### config.mk
export PLATFORM = sky130hd
export DESIGN_NAME = run_sequencer
export DESIGN_NICKNAME = d
export VERILOG_FILES = /design/src/rtl/run_sequencer.sv
export SDC_FILE = /design/constraint.sdc
export NUM_CORES = 1
export LEC_CHECK = 0
export ABC_CLOCK_PERIOD_IN_PS = 4200
export CELL_PAD_IN_SITES_DETAIL_PLACEMENT = 0
export CELL_PAD_IN_SITES_GLOBAL_PLACEMENT = 1
export CORE_UTILIZATION = 40
export DETAILED_ROUTE_END_ITERATION = 7
export PLACE_DENSITY_LB_ADDON = 0.1
export SYNTH_ARGS = -nofsm -noshare
export SYNTH_HDL_FRONTEND = slang
export SYNTH_SLANG_ARGS = --single-unit
### constraint.sdc
create_clock -name clk -period 4.2 [get_ports clk]
set_input_delay 0.63 -clock clk [delete_from_list [all_inputs] [get_ports clk]]
set_output_delay 0.63 -clock clk [all_outputs]
set_load 0.005 [all_outputs]
### src/rtl/run_sequencer.sv
// -----------------------------------------------------------------------------
// run_sequencer
//   Upstream controller for a run/done worker FSM. A host hands over a job of
//   N runs through a valid/ready handshake. The sequencer then issues N
//   single-cycle run pulses to the worker. It waits for the worker's done
//   pulse before issuing each next run. When the job ends it pulses
//   o_all_done for one cycle.
//
//   Optional feature: define RUN_SEQ_TIMEOUT_EN to add a per-run watchdog.
//   If the worker stays silent for TIMEOUT_CYCLES consecutive wait cycles,
//   the job is aborted and the sticky o_timeout flag is set. Without the
//   macro, no watchdog exists, o_timeout is tied low and a run waits forever.
//
// Parameters
//   NUM_W           width of the requested run count and completion counter
//   TO_W            width of the watchdog counter (watchdog build only)
//   TIMEOUT_CYCLES  wait cycles per run before abort, 1 .. 2**TO_W-1
//
// Ports
//   clk          system clock, rising edge
//   reset_n      asynchronous active-low reset
//   i_req_valid  host request valid
//   o_req_ready  request can be accepted (idle only)
//   i_req_num    number of runs to issue, sampled on accept
//   o_run        one-cycle run pulse to the worker
//   i_done       worker completion pulse
//   o_busy       high whenever not idle
//   o_all_done   one-cycle pulse when a job finishes or is aborted
//   o_run_cnt    runs completed in the current/last job
//   o_timeout    sticky: last job aborted by the watchdog
// -----------------------------------------------------------------------------
module run_sequencer #(
  parameter int NUM_W          = 8,
  parameter int TO_W           = 16,
  parameter int TIMEOUT_CYCLES = 1000
) (
  input  logic             clk,
  input  logic             reset_n,
  input  logic             i_req_valid,
  output logic             o_req_ready,
  input  logic [NUM_W-1:0] i_req_num,
  output logic             o_run,
  input  logic             i_done,
  output logic             o_busy,
  output logic             o_all_done,
  output logic [NUM_W-1:0] o_run_cnt,
  output logic             o_timeout
);

  typedef enum logic [1:0] {
    S_IDLE  = 2'd0,
    S_ISSUE = 2'd1,
    S_WAIT  = 2'd2,
    S_DONE  = 2'd3
  } state_t;

  // Reject a watchdog limit that the counter cannot reach, or one of zero.
  generate
    if (TIMEOUT_CYCLES < 1 ||
        longint'(TIMEOUT_CYCLES) >= (longint'(1) << TO_W)) begin : g_bad_cfg
      $error("run_sequencer: TIMEOUT_CYCLES out of range for TO_W");
    end
  endgenerate

  state_t           state_reg;
  logic [NUM_W-1:0] num_reg;
  logic [NUM_W-1:0] run_cnt_reg;
  logic [NUM_W-1:0] run_cnt_next;

  // The count never passes num_reg, so this increment cannot wrap.
  assign run_cnt_next = run_cnt_reg + NUM_W'(1);

`ifdef RUN_SEQ_TIMEOUT_EN
  logic [TO_W-1:0] wd_reg;
  logic            timeout_reg;
  logic            wd_expired;

  // wd_reg holds (wait cycles already spent) - so in the N-th wait cycle it
  // reads N-1. A match here means "this is the TIMEOUT_CYCLES-th cycle".
  assign wd_expired = (wd_reg == TO_W'(TIMEOUT_CYCLES - 1));
  assign o_timeout  = timeout_reg;
`else
  assign o_timeout  = 1'b0;
`endif

  always_ff @(posedge clk or negedge reset_n) begin
    if (!reset_n) begin
      state_reg   <= S_IDLE;
      num_reg     <= '0;
      run_cnt_reg <= '0;
`ifdef RUN_SEQ_TIMEOUT_EN
      wd_reg      <= '0;
      timeout_reg <= 1'b0;
`endif
    end else begin
      case (state_reg)
        S_IDLE: begin
          if (i_req_valid) begin
            num_reg     <= i_req_num;
            run_cnt_reg <= '0;
`ifdef RUN_SEQ_TIMEOUT_EN
            timeout_reg <= 1'b0;
`endif
            // An empty job skips straight to the completion pulse.
            state_reg   <= (i_req_num != '0) ? S_ISSUE : S_DONE;
          end
        end
        S_ISSUE: begin
`ifdef RUN_SEQ_TIMEOUT_EN
          wd_reg    <= '0;
`endif
          state_reg <= S_WAIT;
        end
        S_WAIT: begin
          // A done pulse on the expiry cycle still counts as a normal
          // completion, so it is checked first.
          if (i_done) begin
            run_cnt_reg <= run_cnt_next;
            state_reg   <= (run_cnt_next == num_reg) ? S_DONE : S_ISSUE;
          end
`ifdef RUN_SEQ_TIMEOUT_EN
          else if (wd_expired) begin
            timeout_reg <= 1'b1;
            state_reg   <= S_DONE;
          end else begin
            wd_reg <= wd_reg + TO_W'(1);
          end
`endif
        end
        S_DONE: begin
          state_reg <= S_IDLE;
        end
        default: begin
          state_reg <= S_IDLE;
        end
      endcase
    end
  end

  // Moore decodes of the state register.
  assign o_req_ready = (state_reg == S_IDLE);
  assign o_busy      = (state_reg != S_IDLE);
  assign o_run       = (state_reg == S_ISSUE);
  assign o_all_done  = (state_reg == S_DONE);
  assign o_run_cnt   = run_cnt_reg;

endmodule

==> impl_results.md <==
- #FFs+latches synth: 18
- Largest net degree at the start of global routing: 19
- Cells after synthesis: 105
- Diode count: 0
- Layout cells sized above 1: 13.5%
- R2r endpoint: o_run_cnt[3]
- RR Startpoint: state_reg[1]
- Final WL: 2250 um
- Nets@finish: 140
- Clk_lat worst skew: 0.30 ns
- Switching share of power: 36.2%
- Die H: 53.4 um
- Die footprint: 0.00285 mm^2
- Routed len/inst: 14.4 um
- Area grow syn2layout: 25.6%
- Worst setup path start: i_req_valid
- Net Count, Synth: 118
- Starting Density: 42.6%
- Leading cell type in the layout, fill and taps excluded: clkdlybuf4s50_1
- Initial antenna violation count: 0
- CTS tree: built
- Reg2Reg Setup Slack: 2.35 ns
- Critical path class: in -> reg
- Tcrit/Tclk final: 50.9%
- # IOs: 25
- Post-route cell area: 0.00133 mm^2
- Setup TNS Final: 0 ns
- Clock Sinks: 18
- 1st-pass router iterations: 4
- Cts repair resizes: 0
- Worst-margin pin slew: 0.800 ns
- Hold buffers post-CTS: 0
- Psw: 259 uW
- Critical path required time: 4.39 ns
- Total gr overflow: 0
- Final setup vio count: 0
- Seq pwr share: 43.4%
- Seq/Total Area, Yosys: 42.7%
- Tot GR Track Use: 19.1%
- CTS max path bufs: 2
- Post-synthesis xor/xnor area fraction: 8.29%
- CP Capture Type: register
- Global placement routability congestion: 0.706
- Root Driver: clkbuf_4
- Via Count: 839
- Port-buffer cells: 23
- Hold path depth: 1
- Reg2reg path depth: 4
- RSZ-0062 raised after global routing: false
- Dpl hpwl: 1670 um
- Core area: 0.00248 mm^2
- LEAKAGE: 0.000556 uW
- Most frequent cells in the layout: clkdlybuf4s50_1 (23), dfrtp_1 (18), o21ai_0 (11), mux2_2 (8)
- Cell count after placement: 152
- P_int: 455 uW
- CP arrival: 2.32 ns
- Max_slew headroom: 46.5%
- Synth Cell Area: 0.00106 mm^2
- Startpoint types: input pin
- Skew final: 0.00959 ns
- Outcome: finished, final reports clean
- DP Area: 0.00129 mm^2
- PD cells: 538 mW/mm^2
- Adder-cell share of the synthesized area: 1.18%
- Post-Layout Cell Count: 156
- Hold Vio Cnt, Final: 0
- First-pass GRT wire length: 3850 um
- Initial drt markers: 15
- DRC: 0
- Hold path startpoint: num_reg[0]
- Vias per cell: 5.38
- Reg clk slew, reported paths: 0.11 ns
- Die Width: 53.4 um
- MaxCap Viol Count: 0
- Multiplexer share of the synthesized area: 10.4%
- CTS Buf Count: 3
- Hold WC Path Type: reg -> reg
- Avg Synthesized Cell Area: 10.1 um^2
- Largest family of logic cells by synthesized area: simple AND/OR/NAND/NOR gates
- Yosys cell types: 37
- Compound-gate portion of the synthesized area: 14.2%
- Synth Area in Simple Gates: 18.2%
- Yosys warnings: 0
- Final slew viol count: 0
- Layout Utilization: 53.5%
- # H-tree levels: 1
- Worst Hold Path EP: num_reg[0]
- Max Clock Freq: 468 MHz
- CP max FO: 9
- Vias in the first global route: 803
- Post-detailed-route count of antenna-violating nets: 0
- VDD IR max: 0.299 mV
- Hold WS: 0.541 ns
- # rows: 18
- Logic pwr share: 41.6%
- Clock group share of total power: 15.0%
- Post-CTS setup buffer count: 0
- Post-route minimum period: 2.14 ns
worst max-delay path by stage:
stage                         to  slack (ns)  cells after the start
CTS                        o_run        2.05                      2
finish              o_run_cnt[3]        2.06                      5
floorplan           o_run_cnt[3]        2.54                      4
global placement    o_run_cnt[6]        1.83                      5
detailed placement  o_run_cnt[5]        1.76                      5
global route        o_run_cnt[6]        1.93                      5
cell families after synthesis:
logic type / count (synthesis)
compound gates: 23
xor+xnor: 10
fa+ha+maj: 1
buf+inv: 10
flops: 18
mux: 10
other cells: 1
simple gates: 32
synthesized netlist by cell type, drive strengths merged:
library cell	number	area (um^2)
nand3	3	20.0
o211a	1	10.0
a22o	1	8.76
o41ai	1	16.3
nor4	2	12.5
inv	4	15.0
o21ai	11	55.1
and4	2	18.8
ha	1	12.5
nand4	2	12.5
and3b	1	8.76
o31ai	2	15.0
mux2	8	90.1
o221ai	1	8.76
clkbuf	3	11.3
a21oi	2	10.0
nor3	1	5.00
a31oi	3	18.8
buf	3	22.5
or4	1	7.51
dfrtp	18	450
and4b	1	10.0
mux2i	2	20.0
and2	3	20.0
xnor2	4	35.0
nor2b	1	6.26
nand3b	1	7.51
nor2	6	22.5
nor3b	1	12.5
o211ai	1	7.51
conb	1	3.75
and3	1	6.26
nand2	6	22.5
xor2	6	52.6
critical path, stage by stage:
cell,delay (ns)
clkdlybuf4s50_1,0.49
nor3b_2,0.56
nor2_1,0.31
o21ai_0,0.24
o31ai_1,0.09
power by group through the flow:
| stage | Combinational, uW | Clock, uW | Sequential, uW |
|---|---|---|---|
| after CTS | 299 | 113 | 309 |
| after global placement | 296 | 0 | 313 |
| after detailed placement | 297 | 0 | 313 |
| after floorplan | 221 | 0 | 274 |
| final | 297 | 107 | 310 |
| after global routing | 331 | 120 | 321 |
area by class of cell:
| type | count | area, um^2 |
|---|---|---|
| Sequential cell | 18 | 450 |
| Inverter | 4 | 15.0 |
| Fill cell | 242 | 1150 |
| Timing Repair Buffer | 23 | 230 |
| Clock buffer | 4 | 36.3 |
| Multi-Input combinational cell | 77 | 557 |
| Tap cell | 30 | 37.5 |
per-layer routing:
layer / GRT usage, % / wire length [um] / part of all wire [%] / up-vias
met1: 25.4 / 1070 / 48 / 396
met3: 5.17 / 114 / 5.1 / 0
met4: 3.95 / 0 / 0 / 0
met2: 30.6 / 1060 / 47 / 22
met5: 0 / 0 / 0 / -
li1: - / - / - / 421
per-stage QoR:
stage	setup slack, ns	power [uW]
final	2.06	714
after floorplan	2.54	495
after global routing	1.93	773
after global placement	1.83	609
after CTS	2.05	721
after detailed placement	1.76	610
Power figures use the tool's default switching activity.
==> RTL edit (same settings) <==
Build with the macro `RUN_SEQ_TIMEOUT_EN` defined.
--- a/src/rtl/run_sequencer.sv
+++ b/src/rtl/run_sequencer.sv
@@ -30,4 +30,6 @@
 //   o_timeout    sticky: last job aborted by the watchdog
 // -----------------------------------------------------------------------------
+`define RUN_SEQ_TIMEOUT_EN
+
 module run_sequencer #(
   parameter int NUM_W          = 8,
Function: no difference found for any inputs over 10 cycles, from zero or initial values and one cycle with reset_n low; that may be too few to reach the edited logic, so the function may still have changed.
==> RTL edit against the unedited design <==
Sequential cell count is 17 higher. Count of clock-buffer cells in the layout is 3 higher. Area after synthesis is 98% higher. Setup slack worse by 0.15 ns. Cell area is 86% higher. Total power is 75% higher. Clock skew is 0.0021 ns lower. Routed wire length is 110% higher. Fmax is 6.6% lower. Worst hold slack worse by 0.12 ns. Via count is 110% higher.
==> RTL edit: results (changes against the unedited design) <==
Nets=266 (was 140); Layout clock buffers=7 (was 4); Post-synth top cells=35 x dfrtp_1, 22 x nand2_1, 17 x a21oi_1, 17 x nor2_1 (was 18 x dfrtp_1, 11 x o21ai_0, 8 x mux2_2); CP endpoint=o_busy (was o_run_cnt[3]$_DFFE_PN0P_); number of global-route vias before repair=1573 (was 803); bufs w/o clock=24 (was 23); hold crit path type=input port to async pin (was register to register); Fillers=487 (was 242); invs w/o clock=8 (was 4); Seq area share=35.5% (was 34.0%); buffer share of cell area=9.53% (was 17.4%); Setup CP Type=register to output port (was input port to register); outcome=complete, no violations (unchanged); Multi-input gate area=1150 µm² (was 557 µm²); worst slew pin tran=0.855 ns (was 0.800 ns); Placer Congestion=0.833 (was 0.706); #MultiIn Comb=174 (was 77); RR Startpoint=state_reg[0]$_DFFE_PN0P_ (was state_reg[1]$_DFFE_PN0P_); reg2reg end=o_run_cnt[7]$_DFFE_PN0P_ (was o_run_cnt[3]$_DFFE_PN0P_); count of different cell masters after synthesis=43 (was 37); met2 GRT Util=26.8% (was 30.6%); switching fraction of total power=38.9% (was 36.2%); first-pass GRT wire length=7810 µm (was 3850 µm); CTS Root Cell=clkbuf_8 (was clkbuf_4); First DRT Iteration DRCs=105 (was 15); Mapped Nets=244 (was 118); met3 WL=175 µm (was 114 µm); r2r setup slk=1.97 ns (was 2.35 ns); Place WS=1.91 ns (was 1.76 ns); Avg Synthesized Cell Area=9.26 µm² (was 10.1 µm²)
## RTL edit: cell count changes in the layout (fill, tap and decap cells not counted), moves of 4 or more
cell | unedited run | this run
nand2_1 | 6 | 22
nand4_1 | 2 | 8
a21oi_1 | 2 | 17
nand2b_1 | 0 | 5
inv_1 | 4 | 8
ha_1 | 1 | 6
clkbuf_8 | 1 | 6
nor2_1 | 6 | 17
and3_1 | 1 | 7
xnor2_1 | 4 | 11
dfrtp_1 | 18 | 35
nand3_1 | 2 | 9
## RTL edit: worst register-to-register path: cells and delay by family, from the launching register on
family	cells	cell delay, ns
AO/OA/AOI/OAI	3	0.70
adder cells (fa/ha/maj)	1	0.66
buffers and inverters	1	0.09
flip-flops	1	0.42
AND/OR/NAND/NOR	1	0.29
## RTL edit: metrics by stage
step / hold slack [ns] / instance area [µm²]
global route: 0.485 / 2470
CTS: 0.447 / 2470
global placement: 0.524 / 2370
finish: 0.423 / 2470
floorplan: 0.334 / 2090
detailed placement: 0.540 / 2370
